<file path="src/rtl/uart_pkg.sv">
// Shared definitions for the UART transmit pair (control path FSM and data path).
package uart_pkg;

  // Transmit FSM states; the control path owns the register, the data path sees one-hot flags.
  typedef enum logic [2:0] {
    TX_IDLE   = 3'd0,
    TX_START  = 3'd1,
    TX_DATA   = 3'd2,
    TX_PARITY = 3'd3,
    TX_CRC    = 3'd4,
    TX_STOP   = 3'd5
  } t_tx_states;

  localparam int unsigned UART_DATA_W = 8;
  localparam int unsigned UART_CNT_W  = 5;

  localparam logic [7:0] CRC8_POLY = 8'h07;
  localparam logic [7:0] CRC8_INIT = 8'h00;

  // One MSB-first serial CRC-8 step: feedback is the outgoing MSB xor the incoming bit.
  function automatic logic [7:0] crc8_step(input logic [7:0] crc,
                                           input logic       bit_in,
                                           input logic [7:0] poly);
    logic fb;
    fb        = crc[7] ^ bit_in;
    crc8_step = {crc[6:0], 1'b0} ^ (fb ? poly : 8'h00);
  endfunction

endpackage

</file>
<file path="src/rtl/uart_crc8_serial.sv">
// Serial CRC-8 register: accumulates one bit per enable, then shifts out MSB first.
module uart_crc8_serial
  import uart_pkg::*;
#(
  parameter logic [7:0] CRC_POLY = CRC8_POLY,
  parameter logic [7:0] CRC_INIT = CRC8_INIT
) (
  input  logic       clk_i,
  input  logic       rst_ni,
  input  logic       clear_i,
  input  logic       en_i,
  input  logic       bit_i,
  input  logic       shift_en_i,
  output logic [7:0] crc_o
);

  logic [7:0] crc_d;
  logic [7:0] crc_q;

  // Next CRC: clear wins, then accumulate, then read-out shift, else hold.
  always_comb begin
    crc_d = crc_q;
    if (clear_i) begin
      crc_d = CRC_INIT;
    end else if (en_i) begin
      crc_d = crc8_step(crc_q, bit_i, CRC_POLY);
    end else if (shift_en_i) begin
      crc_d = {crc_q[6:0], 1'b0};
    end else begin
      crc_d = crc_q;
    end
  end

  // CRC state register.
  always_ff @(posedge clk_i or negedge rst_ni) begin
    if (!rst_ni) begin
      crc_q <= CRC_INIT;
    end else begin
      crc_q <= crc_d;
    end
  end

  assign crc_o = crc_q;

endmodule

</file>
<file path="src/rtl/uart_tx_data_path.sv">
// UART TX datapath: byte capture, per-state bit counter, parity, serial CRC-8,
// registered line driver and end-of-frame pulse, steered by the FSM's state flags.
module uart_tx_data_path
  import uart_pkg::*;
#(
  parameter logic       PARITY_ODD = 1'b0,
  parameter logic [7:0] CRC_POLY   = CRC8_POLY,
  parameter logic [7:0] CRC_INIT   = CRC8_INIT
) (
  input  logic                  clk_i,
  input  logic                  rst_ni,
  input  logic                  trigger_i,
  input  logic                  tx_start_i,
  input  logic [UART_DATA_W-1:0] tx_data_i,
  input  logic                  is_tx_idle_i,
  input  logic                  is_tx_start_i,
  input  logic                  is_tx_data_i,
  input  logic                  is_tx_parity_i,
  input  logic                  is_tx_crc_i,
  input  logic                  is_tx_stop_i,
  input  logic                  changed_tx_state_i,
  output logic [UART_CNT_W-1:0] bit_cnt_o,
  output logic                  tx_ready_o,
  output logic                  tx_done_o,
  output logic                  tx_o
);

  logic [UART_DATA_W-1:0] shreg_d, shreg_q;
  logic                   par_d, par_q;
  logic [UART_CNT_W-1:0]  cnt_d, cnt_q;
  logic                   done_d, done_q;
  logic                   tx_q;
  logic                   line_s;
  logic                   load_s;
  logic                   data_step_s;
  logic [7:0]             crc_s;
  logic                   crc_unused_s;
  logic [5:0]             flags_s;
  logic                   flags_legal_s;

  assign load_s      = trigger_i & is_tx_idle_i & tx_start_i;
  assign data_step_s = trigger_i & is_tx_data_i;

  assign flags_s = {is_tx_stop_i, is_tx_crc_i, is_tx_parity_i,
                    is_tx_data_i, is_tx_start_i, is_tx_idle_i};
  // Exactly one flag must be set; anything else parks the line at mark.
  assign flags_legal_s = (flags_s != 6'd0) && ((flags_s & (flags_s - 6'd1)) == 6'd0);

  uart_crc8_serial #(
    .CRC_POLY (CRC_POLY),
    .CRC_INIT (CRC_INIT)
  ) u_crc (
    .clk_i      (clk_i),
    .rst_ni     (rst_ni),
    .clear_i    (load_s),
    .en_i       (data_step_s),
    .bit_i      (shreg_q[0]),
    .shift_en_i (trigger_i & is_tx_crc_i),
    .crc_o      (crc_s)
  );

  // Only the MSB leaves the CRC block; the low bits live on inside its shift register.
  assign crc_unused_s = ^crc_s[6:0];

  // Shift register and running parity: load on accepted start, shift one bit per data trigger.
  always_comb begin
    shreg_d = shreg_q;
    par_d   = par_q;
    if (load_s) begin
      shreg_d = tx_data_i;
      par_d   = 1'b0;
    end else if (data_step_s) begin
      shreg_d = {1'b0, shreg_q[UART_DATA_W-1:1]};
      par_d   = par_q ^ shreg_q[0];
    end else begin
      shreg_d = shreg_q;
      par_d   = par_q;
    end
  end

  // Bit counter: cleared on state change or in idle, otherwise counts triggers and saturates.
  always_comb begin
    cnt_d = cnt_q;
    if (!trigger_i) begin
      cnt_d = cnt_q;
    end else if (changed_tx_state_i || is_tx_idle_i) begin
      cnt_d = '0;
    end else if (cnt_q == {UART_CNT_W{1'b1}}) begin
      cnt_d = cnt_q;
    end else begin
      cnt_d = cnt_q + UART_CNT_W'(1);
    end
  end

  // Line bit selected from the current state flag.
  always_comb begin
    line_s = 1'b1;
    if (!flags_legal_s) begin
      line_s = 1'b1;
    end else if (is_tx_idle_i) begin
      line_s = 1'b1;
    end else if (is_tx_start_i) begin
      line_s = 1'b0;
    end else if (is_tx_data_i) begin
      line_s = shreg_q[0];
    end else if (is_tx_parity_i) begin
      line_s = par_q ^ PARITY_ODD;
    end else if (is_tx_crc_i) begin
      line_s = crc_s[7];
    end else begin
      line_s = 1'b1;
    end
  end

  assign done_d = trigger_i & is_tx_stop_i & changed_tx_state_i;

  // Datapath registers; the line and done flops update every clock.
  always_ff @(posedge clk_i or negedge rst_ni) begin
    if (!rst_ni) begin
      shreg_q <= '0;
      par_q   <= 1'b0;
      cnt_q   <= '0;
      done_q  <= 1'b0;
      tx_q    <= 1'b1;
    end else begin
      shreg_q <= shreg_d;
      par_q   <= par_d;
      cnt_q   <= cnt_d;
      done_q  <= done_d;
      tx_q    <= line_s;
    end
  end

  assign bit_cnt_o  = cnt_q;
  assign tx_ready_o = is_tx_idle_i;
  assign tx_done_o  = done_q;
  assign tx_o       = tx_q;

endmodule

</file>
<file path="config.mk">
export PLATFORM = sky130hd
export DESIGN_NAME = uart_tx_data_path
export DESIGN_NICKNAME = d
export VERILOG_FILES = /design/src/rtl/uart_pkg.sv /design/src/rtl/uart_crc8_serial.sv /design/src/rtl/uart_tx_data_path.sv
export SDC_FILE = /design/constraint.sdc
export NUM_CORES = 1
export LEC_CHECK = 0
export CORE_MARGIN = 5
export CORE_UTILIZATION = 52
export CTS_CLUSTER_DIAMETER = 200
export DETAILED_ROUTE_END_ITERATION = 8
export GPL_ROUTABILITY_DRIVEN = 0
export PLACE_DENSITY = 0.87
export SLEW_MARGIN = 20
export SYNTH_ARGS = -nofsm -noshare
export SYNTH_HDL_FRONTEND = slang
export SYNTH_SLANG_ARGS = --single-unit
export TNS_END_PERCENT = 20
</file>
<file path="constraint.sdc">
create_clock -name clk_i -period 2.69 [get_ports clk_i]
set_input_delay 0.269 -clock clk_i [delete_from_list [all_inputs] [get_ports clk_i]]
set_output_delay 0.269 -clock clk_i [all_outputs]
set_load 0.05 [all_outputs]
</file>
**Yosys cells after proc, flatten, opt, wreduce, memory -nomap -nowiden**

Index checks and enable logic that the tools add are counted.

- Word-level logic and storage cells: 43
- Register bits after elaboration: 24

- Mux-type cells: 16
- Bitwise logic cells: 10
- $add $sub $neg: 2
- Reduce and logical (&&, ||, !) cells: 7
- Eq/ne operators: 2

Operators with widths:

| operator | count |
|---|---|
| two-way mux 8 bit | 5 |
| two-way mux 5 bit | 2 |
| two-way mux 1 bit | 8 |
| bitwise XOR 8 bit | 1 |
| bitwise AND 1 bit | 6 |
| bitwise AND 6 bit | 1 |
| logical NOT 6 bit | 1 |
| nonzero test 6 bit | 1 |
| subtractor 6 x 1 -> 6 bit, second input constant | 1 |
| adder 5 x 1 -> 5 bit, second input constant | 1 |
| equality test 5 bit, second input constant | 1 |
| two-way mux 3 bit | 1 |
| nonzero test 3 bit | 1 |
| != test 2 bit, second input constant | 1 |
| AND reduction 2 bit | 1 |
| nonzero test 2 bit | 1 |
| bitwise XOR 1 bit | 2 |
| logical AND 1 bit | 1 |
| logical OR 1 bit | 1 |

**Depth between registers and ports, before layout**

- Depth in word-level cells: 6
- Mapped depth: 6
- Gate-level depth less buffers: 6

**Modules after synthesis**

Synthesis repeated with hierarchy kept, for this count alone.

- Cell total of the unflattened synthesis: 118
- Area, all modules: 1203.7 um^2

Modules (own cells, without submodules):

| module | cells an instance | times used | area an instance (um^2) |
|---|---|---|---|
| uart_tx_data_path | 79 | 1 | 825.8 |
| uart_crc8_serial | 39 | 1 | 377.9 |

**Least setup slack after synthesis**

No wires, ideal clock.

- Path kind: flip-flop to flip-flop
- From: reg cnt_q[0], in the netlist bit_cnt_o[0]
- To: reg cnt_q[3], in the netlist bit_cnt_o[3]
- Arrival time: 1.770 ns
- Slack: 0.799 ns
- Cell stages (with the launch flop): 7
- Setup time: 0.121 ns
- Buffers on the path: 0
- Path through: dfrtp_1 ha_1 and3_1 ha_1 and4b_1 o31ai_1 a22o_1

- Word-level cells in the longest chain between the ends: 3
- Elaborated cells on any way between the ends: 6
- Those cells by class: 1 x add/sub; 2 x eq/ne; 2 x mux; 1 x reduce/logical

Ends and longest elaborated chain:

| what | line | text |
|---|---|---|
| start, declared | uart_tx_data_path.sv:30 | `logic [UART_CNT_W-1:0] cnt_d, cnt_q;` |
| start signal, assigned | uart_tx_data_path.sv:128 | `cnt_q <= cnt_d;` |
| adder 5 x 1 -> 5 bit / equality test 5 bit (equally long branches) | uart_tx_data_path.sv:91, uart_tx_data_path.sv:88 |  |
| two-way mux 5 bit / != test 2 bit (equally long branches) | n/a |  |
| two-way mux 5 bit / AND reduction 2 bit (equally long branches) | n/a |  |

Parallel ways exist; a longest one is shown, timed or not. The select of a mux whose other input is x is not followed.
A chain may end at the register's enable or synchronous reset.

**Final worst setup path**

- From: reg tx_q, in the netlist tx_o
- To: out tx_o

RTL lines:

| what | line | text |
|---|---|---|
| start, declared | uart_tx_data_path.sv:32 | `logic tx_q;` |
| start signal, assigned | uart_tx_data_path.sv:130 | `tx_q <= line_s;` |
| end, declared | uart_tx_data_path.sv:25 | `output logic tx_o` |

No word-level cell between the ends.

==> run summary <==
The number of antenna violations at the first check in global routing is 0. Using the TritonRoute via totals, the vias-per-cell ratio works out to 5.64. The detailed-route via count is 964. Global routing finished with a remaining overflow of 0. The final critical-path share of the clock period is 0.704. The fraction of final layout cells with drive strength greater than 1 came out at 0.119.

The overall die width came out at 59.3 um. The number of design-rule violations left by the first detailed-router iteration is 35. TritonCTS built the clock tree.

The number of global-route vias before repair is 959. The CTS H-tree depth is 1. Of all nets on the critical path, the largest fanout is 1. The critical path's largest stage delay came out at 0.79 ns. The cell accounting for the most synthesized area is dfrtp_1.

The wire length reported by the detailed router is 2.47 mm. The floorplan core area came out at 2280 um2. The clock reaches the later pin of the worst-skew pair after 0.30 ns. The number of hold violations in the final report is 0. The count of pins over their slew limit was 0. Once detailed placement completed, the half-perimeter wirelength came to 1.86 mm. The sequential share of the synthesized area came out at 0.475. The synthesized instance count came out at 118.

The maximum ir drop on the vdd rail is 403 uV. The die extent in y came out at 59.3 um. The critical path is of the flip-flop to output pin type. The headroom to the max-slew limit is 0.634.

Buffers inserted during clock tree synthesis total 3. The initial utilization of the core area, before any placement, comes to 0.556. In this run the cell area of the synthesized design comes to 1270 um2. The data arrival time of the critical path is 1.63 ns. Setup repair after global routing left no endpoint under its margin. In this run the number of cells on the critical path is 1. Gates resized during post-CTS repair numbered 0. The number of register bits inferred by synthesis came out at 24. The tree is rooted in a clkbuf_4. The number of sinks driven by the clock tree came out at 24. The cell leakage power is 0.709 nW.

The predominant post-synthesis flop cell is dfrtp_1. In this run the worst setup path begins at tx_o$_DFF_PN1_. The most common cell in the synthesized netlist is dfrtp_1. The synthesized net count is 139. The number of nets in the finished design is 165.

The measured slew at the worst slew-check pin came out at 0.547 ns. The count of pins on the block boundary is 27. The worst setup path is captured at an output pin.

Entering global routing, the biggest net connects 25 pins. The unique cell type count in the Yosys netlist is 37. The count of synthesis-stage warnings from yosys is 0. The clock passes through at most 2 buffers. Power spread over the standard cell area amounts to 561 nW/um2. For this run, design rule violations remaining after detail routing come to 0. The path class of the tightest hold or removal check is input port to asynchronous set/reset pin. In this run the critical register-to-register path is launched from bit_cnt_o[1]$_DFFE_PN0P_. The final cell count without fillers is 171. The routed wirelength normalized by instance count is 14.4 um.

The fraction of registers with async set or reset after synthesis came out at 1.00. The slowest library cell on the worst path is clkdlybuf4s50_1. The maximum clock skew at final layout is 0.00379 ns. The number of setup buffers added after CTS is 0. The number of cells on the worst reg-to-reg path is 6. The floorplan has 17 rows. The number of setup violations in the final report is 0.

The required time of the worst setup path is 2.42 ns. The signal on the critical path passes through clkdlybuf4s50_1. Once placement completed, the tool counted placed cells totaling 167. The register clock-pin slew on the reported worst setup and hold paths is 0.12 ns. The number of buffers inserted by port buffering is 26. Across every metal layer, demand over resource in global routing totals 0.162. The area share of the leading cell type in the synthesized netlist came out at 0.455. Relative to the synthesized area, the layout overhead comes to 23.4%. The fmax is 0.528 GHz. The count of maximum capacitance violations came out at 0.

STA classifies the critical path startpoint as a flip-flop. The number of nets still failing antenna checks after routing is 0. The number of buffers inserted by hold repair at cts is 0.

The combined buffer and inverter count along the critical path is 1. Before antenna repair, the detailed router went through 4 iterations. Ranked by instance count, the synthesized netlist is headed by 23 x dfrtp_1, 12 x o21ai_0, 10 x nand2_1. The count of fill cells added during filler insertion came out at 178. The run finished with clean final reports. The top cell family by delay on the critical path is buffers and inverters. The final critical-path required period is 1.89 ns.

The number of antenna diodes came out at 0. The wire length of the first global-routing pass came out at 4.33 mm. The area of the die is 3520 um2. The final-layout setup total negative slack is 0 ns. The number of flops mapped to enable cells by yosys came out at 0. Yosys attributes the largest share of cell area to dfrtp_1 45%, mux2i_1 6.3%, o21ai_0 4.7%, mux2_4 3.6%, nand4_1 3.5%.

A synthesized cell averages 10.7 um2.
==> final cells by class <==
cell class / instances / area (um2) / share of cell area
clock buffers: 4 / 36.3 / 0.0232
inverters: 7 / 26.3 / 0.0168
multi-input cells: 80 / 588 / 0.376
flip-flops and latches: 24 / 602 / 0.385
well taps: 28 / 35.0 / 0.0224
repair buffers: 28 / 275 / 0.176
==> routing by layer <==
metal	GRT usage	wire length [um]	share of wire	vias up
met3	0.0436	109	0.044	2
met4	0.0485	19	0.0077	0
li1	-	-	-	475
met2	0.256	1220	0.49	26
met5	0	0	0	-
met1	0.215	1120	0.45	461
==> placed cells by master (no fill, tap or decap), drive strengths merged <==
master	n
a211o	1
a21boi	1
a21oi	2
a22o	3
and3	3
and4b	1
buf	2
clkbuf	4
clkdlybuf4s50	26
dfrtp	23
dfstp	1
ha	2
inv	7
mux2	4
mux2i	8
nand2	12
nand3	2
nand4	7
nor2	6
nor2b	2
nor3	1
nor4b	2
o211ai	1
o21ai	12
o221ai	2
o22ai	1
o31a	1
o31ai	2
or2	1
or3	1
xor2	2
==> where the power goes <==
part / switching, W / internal (W)
sequential: 0.0000472 / 0.000430
clock: 0.0000984 / 0.0000825
combinational: 0.000108 / 0.000110
total: 0.000253 / 0.000623
==> kinds of logic after synthesis <==
logic type      count (synthesis)  synth area share
simple gates                   38             0.182
fa+ha+maj                       2            0.0198
buf+inv                        14            0.0603
xor+xnor                        2            0.0138
mux                            12             0.108
flops                          24             0.475
compound gates                 26             0.141
==> final timing paths <==
check / end / slack [ns]
max: tx_o / 0.80
min: shreg_q[4]$_DFFE_PN0P_ / 0.30
max reg2reg: bit_cnt_o[0]$_DFFE_PN0P_ / 0.91
min reg2reg: bit_cnt_o[2]$_DFFE_PN0P_ / 0.52
max in group asynchronous: tx_o$_DFF_PN1_ / 2.10
min in group clk_i: shreg_q[7]$_DFFE_PN0P_ / 0.51
==> sequential cells by signal, summed over array words and instances (netlist names) <==
register     count
par_q            1
tx_done_o        1
shreg_q          8
u_crc.crc_o      8
tx_o             1
bit_cnt_o        5
==> per-stage QoR <==
stage	total power [W]	util	hold WS, ns	cell area, um2	setup WS [ns]
final	0.000876	0.687	0.303	1560	0.795
after global routing	0.000943	0.687	0.308	1560	0.721
after CTS	0.000885	0.687	0.306	1560	0.772
after detailed placement	0.000703	0.671	0.505	1530	0.762
after global placement	0.000690	0.671	0.500	1530	0.817
after floorplan	0.000621	-	-0.0266	1270	0.799
Power figures use the tool's default switching activity.
